**src/rtl/l80_spi_port_pkg.sv**
```systemverilog
// Shared definitions for the light8080 SPI master: IO addresses, register bit
// positions and the engine state encoding.
package l80_spi_port_pkg;

    localparam logic [7:0] SPI_DATA_ADDR = 8'h90;
    localparam logic [7:0] SPI_STAT_ADDR = 8'h91;
    localparam logic [7:0] SPI_CTRL_ADDR = 8'h92;

    localparam int STAT_BUSY_BIT = 0;
    localparam int STAT_OVR_BIT  = 1;
    localparam int STAT_FULL_BIT = 4;

    localparam int CTRL_MAN_BIT  = 0;
    localparam int CTRL_AUTO_BIT = 1;
    localparam int CTRL_IE_BIT   = 2;

    typedef enum logic [1:0] {
        ST_IDLE  = 2'd0,
        ST_SETUP = 2'd1,
        ST_HIGH  = 2'd2,
        ST_LOW   = 2'd3
    } spi_state_t;

endpackage

```
**src/rtl/l80_spi_port_if.sv**
```systemverilog
// CPU IO bus as seen by an IO-space peripheral of the light8080 SOC.
interface l80_spi_port_if;
    logic       io_sel;
    logic       io_rd;
    logic       io_wr;
    logic [7:0] io_addr;
    logic [7:0] io_din;
    logic [7:0] io_dout;

    modport master (output io_sel, io_rd, io_wr, io_addr, io_din, input io_dout);
    modport slave  (input io_sel, io_rd, io_wr, io_addr, io_din, output io_dout);
endinterface

```
**src/rtl/l80_spi_port_spi_engine.sv**
```systemverilog
// SPI mode 0 shift engine: divider, bit sequencing, shift register and sck/mosi.
//
// state    | meaning
// ST_IDLE  | no transfer, sck low, waiting for start
// ST_SETUP | first half period, mosi already presents bit 7
// ST_HIGH  | sck high, miso sampled on entry
// ST_LOW   | sck low, shift on entry; after the 8th one the transfer completes
module spi_engine
    import l80_spi_port_pkg::*;
(
    input  logic       slow_clock2,
    input  logic       reset,
    input  logic       start,
    input  logic [7:0] tx_byte,
    input  logic [3:0] div,
    input  logic       miso,
    output logic       busy,
    output logic       done,
    output logic [7:0] rx_byte,
    output logic       sck,
    output logic       mosi
);

    spi_state_t state, state_nxt;
    logic [3:0] cnt;
    logic [2:0] bit_idx;
    logic [7:0] shreg;
    logic       samp;
    logic       reload;

    always_ff @(posedge slow_clock2 or posedge reset) begin
        if (reset) state <= ST_IDLE;
        else       state <= state_nxt;
    end

    always_comb begin
        state_nxt = state;
        reload    = 1'b0;
        done      = 1'b0;
        case (state)
            ST_IDLE:  if (start) begin state_nxt = ST_SETUP; reload = 1'b1; end
            ST_SETUP: if (cnt == 4'd0) begin state_nxt = ST_HIGH; reload = 1'b1; end
            ST_HIGH:  if (cnt == 4'd0) begin state_nxt = ST_LOW; reload = 1'b1; end
            ST_LOW: begin
                if (cnt == 4'd0) begin
                    if (bit_idx == 3'd7) begin
                        state_nxt = ST_IDLE;
                        done      = 1'b1;
                    end else begin
                        state_nxt = ST_HIGH;
                        reload    = 1'b1;
                    end
                end
            end
            default: state_nxt = ST_IDLE;
        endcase
    end

    // div is read only at reload so a CTRL change mid-transfer never tears a half period
    always_ff @(posedge slow_clock2 or posedge reset) begin
        if (reset) begin
            cnt     <= 4'd0;
            bit_idx <= 3'd0;
            shreg   <= 8'h00;
            samp    <= 1'b0;
            sck     <= 1'b0;
        end else begin
            if (reload)            cnt <= div;
            else if (cnt != 4'd0)  cnt <= cnt - 4'd1;

            if (state == ST_IDLE && start) begin
                shreg   <= tx_byte;
                bit_idx <= 3'd0;
            end

            if (state_nxt == ST_HIGH && state != ST_HIGH) begin
                sck  <= 1'b1;
                samp <= miso;
            end

            if (state_nxt == ST_LOW && state != ST_LOW) begin
                sck   <= 1'b0;
                shreg <= {shreg[6:0], samp};
            end

            if (state == ST_LOW && state_nxt == ST_HIGH) bit_idx <= bit_idx + 3'd1;
        end
    end

    assign busy    = (state != ST_IDLE);
    assign mosi    = busy ? shreg[7] : 1'b0;
    assign rx_byte = shreg;

endmodule

```
**src/rtl/l80_spi_port.sv**
```systemverilog
// light8080 IO-space SPI master: DATA/STATUS/CTRL register file, flags, read mux
// and interrupt, wrapped around the shift engine.
module l80_spi_port
    import l80_spi_port_pkg::*;
#(
    parameter logic [7:0] BASE_ADDR = SPI_DATA_ADDR,
    parameter logic [3:0] DIV_RST   = 4'd3
) (
    input  logic          slow_clock2,
    input  logic          reset,
    l80_spi_port_if.slave bus,
    output logic          sck,
    output logic          mosi,
    input  logic          miso,
    output logic          ss_n,
    output logic          irq
);

    logic [3:0] ctrl_div;
    logic       ctrl_ie, ctrl_auto, ctrl_man;
    logic [7:0] rx_data, rd_mux;
    logic       rx_full, ovr;
    logic       busy, done;
    logic [7:0] rx_byte;
    logic       hit_data, hit_stat, hit_ctrl;
    logic       wr_data, rd_data, rd_stat, wr_ctrl, rd_any;

    assign hit_data = bus.io_sel && (bus.io_addr == BASE_ADDR);
    assign hit_stat = bus.io_sel && (bus.io_addr == BASE_ADDR + 8'd1);
    assign hit_ctrl = bus.io_sel && (bus.io_addr == BASE_ADDR + 8'd2);
    assign wr_data  = hit_data && bus.io_wr;
    assign rd_data  = hit_data && bus.io_rd;
    assign rd_stat  = hit_stat && bus.io_rd;
    assign wr_ctrl  = hit_ctrl && bus.io_wr;
    assign rd_any   = bus.io_sel && bus.io_rd;

    spi_engine u_engine (
        .slow_clock2 (slow_clock2),
        .reset       (reset),
        .start       (wr_data && !busy),
        .tx_byte     (bus.io_din),
        .div         (ctrl_div),
        .miso        (miso),
        .busy        (busy),
        .done        (done),
        .rx_byte     (rx_byte),
        .sck         (sck),
        .mosi        (mosi)
    );

    always_comb begin
        rd_mux = 8'h00;
        if (hit_data) begin
            rd_mux = rx_data;
        end else if (hit_stat) begin
            rd_mux[STAT_BUSY_BIT] = busy;
            rd_mux[STAT_OVR_BIT]  = ovr;
            rd_mux[STAT_FULL_BIT] = rx_full;
        end else if (hit_ctrl) begin
            rd_mux[7:4]           = ctrl_div;
            rd_mux[CTRL_IE_BIT]   = ctrl_ie;
            rd_mux[CTRL_AUTO_BIT] = ctrl_auto;
            rd_mux[CTRL_MAN_BIT]  = ctrl_man;
        end
    end

    // completion beats a same-cycle DATA read: the new byte stays flagged, no overrun
    always_ff @(posedge slow_clock2 or posedge reset) begin
        if (reset) begin
            ctrl_div    <= DIV_RST;
            ctrl_ie     <= 1'b0;
            ctrl_auto   <= 1'b1;
            ctrl_man    <= 1'b1;
            rx_data     <= 8'h00;
            rx_full     <= 1'b0;
            ovr         <= 1'b0;
            bus.io_dout <= 8'h00;
        end else begin
            if (wr_ctrl) begin
                ctrl_div  <= bus.io_din[7:4];
                ctrl_ie   <= bus.io_din[CTRL_IE_BIT];
                ctrl_auto <= bus.io_din[CTRL_AUTO_BIT];
                ctrl_man  <= bus.io_din[CTRL_MAN_BIT];
            end

            if (done) rx_data <= rx_byte;

            if (done)         rx_full <= 1'b1;
            else if (rd_data) rx_full <= 1'b0;

            if ((done && rx_full && !rd_data) || (wr_data && busy)) ovr <= 1'b1;
            else if (rd_stat)                                       ovr <= 1'b0;

            if (rd_any) bus.io_dout <= rd_mux;
        end
    end

    assign ss_n = ctrl_auto ? !busy : ctrl_man;
    assign irq  = rx_full && ctrl_ie;

endmodule

```
**src/flat_wrapper.sv**
```systemverilog
// flat-port wrapper written by rule: the top's interface ports become plain ports
module l80_spi_port_flat import l80_spi_port_pkg::*;
#(
    parameter logic [7:0] BASE_ADDR = SPI_DATA_ADDR,
    parameter logic [3:0] DIV_RST   = 4'd3
)
  (slow_clock2, reset, sck, mosi, miso, ss_n, irq, bus_io_sel, bus_io_rd, bus_io_wr, bus_io_addr, bus_io_din, bus_io_dout);
  l80_spi_port_if bus_i ();
  input  logic slow_clock2;
  input  logic reset;
  output logic sck;
  output logic mosi;
  input  logic miso;
  output logic ss_n;
  output logic irq;
  input wire logic [$bits(bus_i.io_sel)-1:0] bus_io_sel;
  input wire logic [$bits(bus_i.io_rd)-1:0] bus_io_rd;
  input wire logic [$bits(bus_i.io_wr)-1:0] bus_io_wr;
  input wire logic [$bits(bus_i.io_addr)-1:0] bus_io_addr;
  input wire logic [$bits(bus_i.io_din)-1:0] bus_io_din;
  output wire logic [$bits(bus_i.io_dout)-1:0] bus_io_dout;
  assign bus_i.io_sel = bus_io_sel;
  assign bus_i.io_rd = bus_io_rd;
  assign bus_i.io_wr = bus_io_wr;
  assign bus_i.io_addr = bus_io_addr;
  assign bus_i.io_din = bus_io_din;
  assign bus_io_dout = bus_i.io_dout;
  l80_spi_port #(.BASE_ADDR(BASE_ADDR), .DIV_RST(DIV_RST)) u_core (.slow_clock2(slow_clock2), .reset(reset), .bus(bus_i), .sck(sck), .mosi(mosi), .miso(miso), .ss_n(ss_n), .irq(irq));
endmodule
```
**config.mk**
```make
export PLATFORM = sky130hd
export DESIGN_NAME = l80_spi_port_flat
export DESIGN_NICKNAME = d
export VERILOG_FILES = /design/src/rtl/l80_spi_port_pkg.sv /design/src/rtl/l80_spi_port_if.sv /design/src/rtl/l80_spi_port_spi_engine.sv /design/src/rtl/l80_spi_port.sv /design/src/flat_wrapper.sv
export SDC_FILE = /design/constraint.sdc
export NUM_CORES = 1
export LEC_CHECK = 0
export ABC_AREA = 0
export CAP_MARGIN = 20
export CORE_MARGIN = 2
export CORE_UTILIZATION = 50
export CTS_BUF_LIST = sky130_fd_sc_hd__clkbuf_8
export DETAILED_ROUTE_END_ITERATION = 8
export PLACE_DENSITY = 0.85
export SYNTH_ARGS = -nofsm -noshare
export SYNTH_HDL_FRONTEND = slang
export SYNTH_SLANG_ARGS = --single-unit
```
**constraint.sdc**
```tcl
create_clock -name slow_clock2 -period 2 [get_ports slow_clock2]
set_input_delay 0.3 -clock slow_clock2 [delete_from_list [all_inputs] [get_ports slow_clock2]]
set_output_delay 0.3 -clock slow_clock2 [all_outputs]
set_load 0.05 [all_outputs]
```
==> flow_metrics.tcl <==
set metrics [dict create \
    peakVddDrop_uv 748 \
    hold_buffers 0 \
    ant_nets 0 \
    io_buffer_count 33 \
    stdcell_area_um2 3110 \
    die_h_um 71.7 \
    grt_start_max_net_pins 45 \
    endpoint_kind "register" \
    synth_edf_count 0 \
    synth_area_per_cell_um2 11.8 \
    start_util_pct 52.3 \
    syn_to_final_growth_pct 35.7 \
    num_vias 1741 \
    setup_tns_ps -9.07 \
    pre_cts_ws_ps -123 \
    cts-root-buf "clkbuf_8" \
    layoutNonFillerInstCount 311 \
    rrSetupSlack_ps -9 \
    slew_violations 0 \
    layout_min_cycle_time_ps 2010 \
    crit_required_ps 2190 \
    grtUsageTotal_pct 22.7 \
    p_per_area_nw_per_um2 1080 \
    hold_viol 0 \
    fin_skew_ps 7.88 \
    yosysTopAreaCell "dfrtp_1" \
    finalWirelength_um 5400 \
    max_cap_violations 0 \
    ioPinCount 34 \
    syn-cell-area_um2 2290 \
    tightestPinTransition_ps 542 \
    htree_num_levels 2 \
    status "finished with violations" \
    grt_pass1_vias 1822 \
    numCtsBuffers 5 \
    yosysMostFrequentCell "dfrtp_1" \
    setup.worst_path.class "register to register" \
    postLayoutCoreUtil_pct 71.0 \
    seq_area_frac_synth_pct 48.2 \
    fmax_mhz 498 \
    worst_slack_ps -9.07 \
    drc_errors 0 \
    drive_above_1_share_pct 37.5 \
    period_share_pct 100 \
    async_flop_share_pct 100 \
    rsz0062_at_grt "true" \
    whs_ps 423 \
    yosys.area.top_type_share_pct 43.6 \
    die_area_um2 5150 \
    syn_inst 194 \
    cts.clk_slew.worst_paths_ps 90 \
    clock_latency_ps 300 \
    firstDrtPassIters 5 \
    die_width_um 71.7 \
    gp_congestion 0.894 \
    syn_nets 224 \
    coreArea_um2 4380 \
    dp.cells 298 \
    rows 24 \
    cts_max_path_buffers 2 \
    overflow 0 \
    slew_headroom_pct 63.9 \
    wl_per_cell_um 17.4 \
    yosys_warnings 0 \
    synthFlopType "dfrtp_1" \
    routed_via_density 5.60 \
    cp-start-kind "register" \
    drt_iter0_drc 112 \
    ys_ff_latch 44 \
    p_leak_nw 1.42 \
    cts_tree "done" \
    grt_pass1_wl_um 8960 \
    dpl.hpwl_um 3840 \
    crit_arrival_ps 2200 \
    power_mw 3.35 \
    diodes 0 \
    violations "setup timing" \
    final_nets 288 \
    fill_cells 293 \
    place_area_um2 2910 \
    crit_fanout 5 \
    setup_violations 1 \
    synth_common_cells "40 x dfrtp_1, 36 x mux2_2, 16 x nand2_1" \
    antenna_found_initial 0 \
    cts.sinks 44 \
    yosys-top-cells-area "dfrtp_1 44%, mux2_2 18%, dfstp_2 4.6%, ha_1 4.4%, o21ai_0 2.8%" \
    yosysUniqueCellTypes 42 \
    hold_path_class "primary input to asynchronous set/reset pin" \
]
[metal layers]
metal	vias to the layer above	wire, um	track usage (%)
li1	839	-	-
met1	845	2360	30.9
met2	49	2670	37.2
met3	8	293	4.92
met4	0	68	5.66
met5	-	0	0
[path summary, 6_finish.rpt]
path | start | end | cells past startpoint
setup / recovery | u_core.u_engine.state[1] | u_core.u_engine.rx_byte[7] | 6
hold / removal | reset | u_core.u_engine.bit_idx[2] | 3
setup reg to reg | u_core.u_engine.state[1] | u_core.u_engine.rx_byte[7] | 6
hold reg to reg | u_core.bus.io_dout[4] | u_core.bus.io_dout[4] | 2
max in group asynchronous | reset | u_core.ctrl_auto | 3
min in group slow_clock2 | u_core.bus.io_dout[4] | u_core.bus.io_dout[4] | 2
[cell usage in the layout, fill, tap and decap left out, drive strengths merged, types with 2 or more instances in the layout]
cell type      netlist  layout
dfrtp               40      40
mux2                37      37
clkdlybuf4s50        0      31
buf                  3      31
nand2               16      16
o21ai               13      13
inv                 12      12
ha                   8       8
mux2i                5       5
clkbuf               3       5
nand4                4       5
and4b                4       4
nor3                 4       4
a22oi                4       4
dfstp                4       4
a2bb2oi              4       4
a21o                 3       3
nor2b                3       3
a21oi                3       3
and3                 2       2
nor2                 2       2
nand3                2       2
clkinv               0       2
nor3b                2       2
[kinds of logic (layout without fill, tap and decap cells)]
group                    Yosys count  in the layout  synth area share (%)
buffers and inverters             18             82                  3.11
multiplexers                      42             42                  20.3
adder cells (fa/ha/maj)            8              8                  4.36
AO/OA/AOI/OAI                     35             35                  10.9
AND/OR/NAND/NOR                   46             47                  12.8
XOR/XNOR                           1              1                 0.382
flip-flops                        44             44                  48.2
[power breakdown]
group	switching (mW)	internal [mW]	total [mW]
Combinational	0.603	0.747	1.35
Clock	0.332	0.377	0.709
Sequential	0.168	1.12	1.29
Total	1.10	2.25	3.35
[state kept, by name, summed over array words and instances (netlist names)]
register and flops:
u_core.ctrl_auto 1, u_core.u_engine.samp 1, u_core.rx_data 8, u_core.ovr 1
u_core.rx_full 1, u_core.u_engine.sck 1, u_core.u_engine.bit_idx 3, u_core.bus.io_dout 8
u_core.ctrl_ie 1, u_core.u_engine.cnt 4, u_core.u_engine.rx_byte 8, u_core.ctrl_div 4
u_core.ctrl_man 1, u_core.u_engine.state 2
[final cells by class]
cell class	instances	area, um^2	share of cell area (%)
Inverter	12	45.0	1.45
Clock buffer	5	68.8	2.21
Multi-Input combinational cell	133	1200	38.4
Sequential cell	44	1110	35.5
Timing Repair Buffer	62	584	18.8
Clock inverter	3	47.5	1.53
Tap cell	52	65.1	2.09
[critical path, stage by stage (launching register included)]
cell,delay [ps]
dfrtp_1,380
inv_2,70
ha_4,150
or4b_4,540
o221ai_4,230
nand4_4,190
mux2_4,340
[repair_timing]
| item | CTS | global route |
|---|---|---|
| setup buffers | 3 | 1 |
| setup endpoints to repair | 17 | 14 |
| gates resized for setup | 10 | 1 |
| cloned | 1 | 0 |
| pin swaps | 3 | 2 |
Note: power is estimated with default switching activity, not from simulation.
==> variant 1: new RTL, same flow settings <==
The 4 states of `spi_state_t` get a one-hot encoding in 4 bits.
--- a/src/rtl/l80_spi_port_pkg.sv
+++ b/src/rtl/l80_spi_port_pkg.sv
@@ -14,11 +14,11 @@
     localparam int CTRL_AUTO_BIT = 1;
     localparam int CTRL_IE_BIT   = 2;
 
-    typedef enum logic [1:0] {
-        ST_IDLE  = 2'd0,
-        ST_SETUP = 2'd1,
-        ST_HIGH  = 2'd2,
-        ST_LOW   = 2'd3
+    typedef enum logic [3:0] {
+        ST_IDLE  = 4'b0001,
+        ST_SETUP = 4'b0010,
+        ST_HIGH  = 4'b0100,
+        ST_LOW   = 4'b1000
     } spi_state_t;
 
 endpackage
Check against the original RTL: no difference found for any inputs over 10 cycles, from zero or initial values and one cycle with reset high; not proved beyond that.
==> variant 1 against the unedited design <==
  * Cell area fell by 1.6%
  * Maximum frequency rose by 1.4%
  * Global-route usage down 0.48 points
  * Via count increased by 3.4%
  * Sequential cell count rose by 2
  * Area after synthesis rose by 0.87%
  * Critical path depth rose by 1
  * Sequential share of layout area grew 2.4 points
  * Core utilization shrank 1.6 points
  * Routed wire length fell by 3.4%
  * Non-clock buffer count rose by 2
  * Setup slack gained 27 ps
Power is not compared: it rests on default switching activity, and its combinational part moved more than twofold at a synthesized area within 25%.
==> variant 1: results <==
export IMPL_outcome="finished, final reports clean"
export IMPL_adder_cell_share_of_the_synthesized_area=0.0162
export IMPL_gp_routability_congestion=0.872
export IMPL_clkCellAreaFrac=0.0359
export IMPL_wl_met1_um=2310
export IMPL_grt_pass1_vias=1875
export IMPL_worstPathMaxFanout=3
export IMPL_layoutNonFillerInstCount=317
export IMPL_inverters_excl_clock=10
export IMPL_post_synth_num_cell_types=46
export IMPL_grt_util_met3=0.0500
export IMPL_grt_use_met1=0.279
export IMPL_max_slew_worst_pin_slew_ps=542
export IMPL_regArea_um2=1160
export IMPL_first_iter_violations=80
export IMPL_cts_resizes=5
export IMPL_synth_sequential_area_ratio=0.500
export IMPL_synth_fp_nets=228
export IMPL_finish_net_count=289
export IMPL_multi_input_gate_share_of_total_cell_area=0.362
export IMPL_syn2layout_area_growth_pct=32.3
export IMPL_drtPass1Iterations=4
export IMPL_grt_util_met2=0.371
export IMPL_synth_area_per_cell_um2=11.4
export IMPL_dpl_hpwl_um=3890
export IMPL_cts_repair_timing_setup_buffer_count=2
export IMPL_netlist_top_cells_area="sky130_fd_sc_hd__dfrtp_1, sky130_fd_sc_hd__mux2_2, sky130_fd_sc_hd__dfstp_2"
export IMPL_synth_top_cells_by_count="sky130_fd_sc_hd__dfrtp_1, sky130_fd_sc_hd__mux2_2, sky130_fd_sc_hd__nand2_1"
export IMPL_grt_pass1_wl_um=8760
variant 1: cell count changes in the layout (fill, tap and decap cells not counted), moves of 4 or more:
cell                      unedited run  this run
sky130_fd_sc_hd__a21o_1              3         9
sky130_fd_sc_hd__a22o_1              0        10
sky130_fd_sc_hd__a22oi_1             4         0
sky130_fd_sc_hd__and4b_1             4         0
sky130_fd_sc_hd__buf_4              27        31
sky130_fd_sc_hd__ha_1                6         1
sky130_fd_sc_hd__inv_2               4         0
sky130_fd_sc_hd__mux2_2             36        19
sky130_fd_sc_hd__nor2_1              2         9
variant 1: worst paths after layout:
check / start / to / cells past startpoint / slack (ps)
max reg2reg: u_core.u_engine.bit_idx[1] / u_core.u_engine.samp / 7 / 20
max in group asynchronous: reset / u_core.ctrl_man / 3 / 1160
max: u_core.u_engine.bit_idx[1] / u_core.u_engine.samp / 7 / 20
min reg2reg: u_core.bus.io_dout[6] / u_core.bus.io_dout[6] / 2 / 480
min in group slow_clock2: u_core.bus.io_dout[6] / u_core.bus.io_dout[6] / 2 / 480
min: reset / u_core.u_engine.cnt[3] / 2 / 280
variant 1: critical path, stage by stage (launching register included):
cell,delay [ps]
sky130_fd_sc_hd__dfrtp_1,390
sky130_fd_sc_hd__ha_2,200
sky130_fd_sc_hd__ha_4,160
sky130_fd_sc_hd__nand2b_4,140
sky130_fd_sc_hd__mux2_4,270
sky130_fd_sc_hd__nor4_4,270
sky130_fd_sc_hd__buf_4,150
sky130_fd_sc_hd__mux2_4,280
variant 1: through the flow:
step	total power (W)	TNS, ps
2_1_floorplan	0.00129	0
3_3_place_gp	0.00143	-1550
3_5_place_dp	0.00145	-2340
4_1_cts	0.00213	0
5_1_grt	0.00223	-37.3
6_report	0.00212	0
==> variant 2: new RTL, same flow settings <==
Made on the original files. Register the outputs `ss_n` and `irq`, with the module's reset; this adds one clock of latency there. The other outputs are not delayed to match.
--- a/src/rtl/l80_spi_port.sv
+++ b/src/rtl/l80_spi_port.sv
@@ -95,8 +95,15 @@
         end
     end
 
-    assign ss_n = ctrl_auto ? !busy : ctrl_man;
-    assign irq  = rx_full && ctrl_ie;
+    always_ff @(posedge slow_clock2 or posedge reset) begin
+        if (reset) begin
+            ss_n <= '0;
+            irq  <= '0;
+        end else begin
+            ss_n <= ctrl_auto ? !busy : ctrl_man;
+            irq  <= rx_full && ctrl_ie;
+        end
+    end
 
 endmodule
 
Behaviour: not the same (a bounded check fails within 4 cycles, from zero or initial values and one cycle with reset high).
==> variant 2 against the unedited design <==
  * The run still ends with negative setup slack left
  * Sequential cell count increased by 2
  * Cell area increased by 5.8%
  * Setup slack got worse by 220 ps
  * Clock skew decreased by 1.4 ps
  * Sequential power decreased by 11%
  * Routed wire length increased by 1.5%
  * Total power decreased by 16%
  * Area after synthesis increased by 2.4%
  * Critical endpoint is now u_core.u_engine.samp
  * Largest power group is now sequential cells
  * Highest routed layer unchanged
==> variant 2: results <==
export IMPL_layout_nonclk_buf_frac=0.208
export IMPL_pwr_group_combinational_w=0.000934
export IMPL_netlist_top_cells_area="sky130_fd_sc_hd__dfrtp_1, sky130_fd_sc_hd__mux2_2, sky130_fd_sc_hd__mux2_4"
export IMPL_power_dissipated_in_the_clock_network_w=0.000729
export IMPL_p_per_area_nw_per_um2=853
export IMPL_adder_cell_share_of_the_synthesized_area=0.0426
export IMPL_first_iter_violations=82
export IMPL_synth_sequential_area_ratio=0.492
export IMPL_outcome="finished with violations"
export IMPL_hold_ws_ps=316
export IMPL_ratio_of_cells_with_drive_above_1_in_the_final_layout=0.425
export IMPL_gp_routability_congestion=0.792
export IMPL_wl_met1_um=2290
export IMPL_failed_checks="negative setup slack"
export IMPL_max_slew_worst_pin_slew_ps=498
export IMPL_met2_wire_length_um=2770
export IMPL_post_synth_inst_count=187
export IMPL_finalWorstSetupSlack_ps=-228
export IMPL_num_fill_cells=286
export IMPL_synth_compound_gate_area_share=0.0942
export IMPL_yosys_mux_area_fraction=0.217
export IMPL_worst_r2r_startpoint="u_core.u_engine.bit_idx[1]"
export IMPL_vias_per_cell=5.54
export IMPL_post_place_cells=299
export IMPL_inverters_excl_clock=10
export IMPL_yosys_area_share_xor_xnor=0.00373
export IMPL_seq_share=0.351
export IMPL_synth_fp_nets=217
export IMPL_grt_pass1_vias=1865
export IMPL_grt_pass1_wl_um=9140
export IMPL_num_multi_input_gates=126
export IMPL_grt_util_met3=0.0500
export IMPL_layout_non_clock_buffers=71
export IMPL_grt_use_met1=0.296
export IMPL_irDropWorstVdd_mv=1.21
export IMPL_numSequentialCells=46
export IMPL_crit_reg2reg_capture="u_core.u_engine.samp"
export IMPL_clkCellAreaFrac=0.0357
export IMPL_power_leakage_nw=1.59
export IMPL_final_setup_viol_count=12
variant 2: cell count changes in the layout (fill, tap and decap cells not counted), sizes merged, moves of 4 or more:
| cell | unedited run | this run |
|---|---|---|
| buf | 31 | 39 |
| nand4 | 5 | 0 |
| clkdlybuf4s50 | 31 | 25 |
| and4b | 4 | 0 |
| dlymetal6s2s | 0 | 5 |
variant 2: worst reg2reg max path, stage by stage, from the launching register on:
cell and delay (ps):
sky130_fd_sc_hd__dfrtp_1 400, sky130_fd_sc_hd__ha_2 210, sky130_fd_sc_hd__ha_4 160, sky130_fd_sc_hd__nor4bb_4 150, sky130_fd_sc_hd__o21ai_1 170, sky130_fd_sc_hd__o211ai_1 170, sky130_fd_sc_hd__buf_4 170, sky130_fd_sc_hd__or3_4 380
sky130_fd_sc_hd__mux2_4 300
variant 2: repair_timing:
action | CTS | global route
pin swaps | 4 | 8
setup endpoints to repair | 17 | 24
hold endpoints to repair | 0 | 0
buffers inserted | 5 | 4
resized for setup | 20 | 17
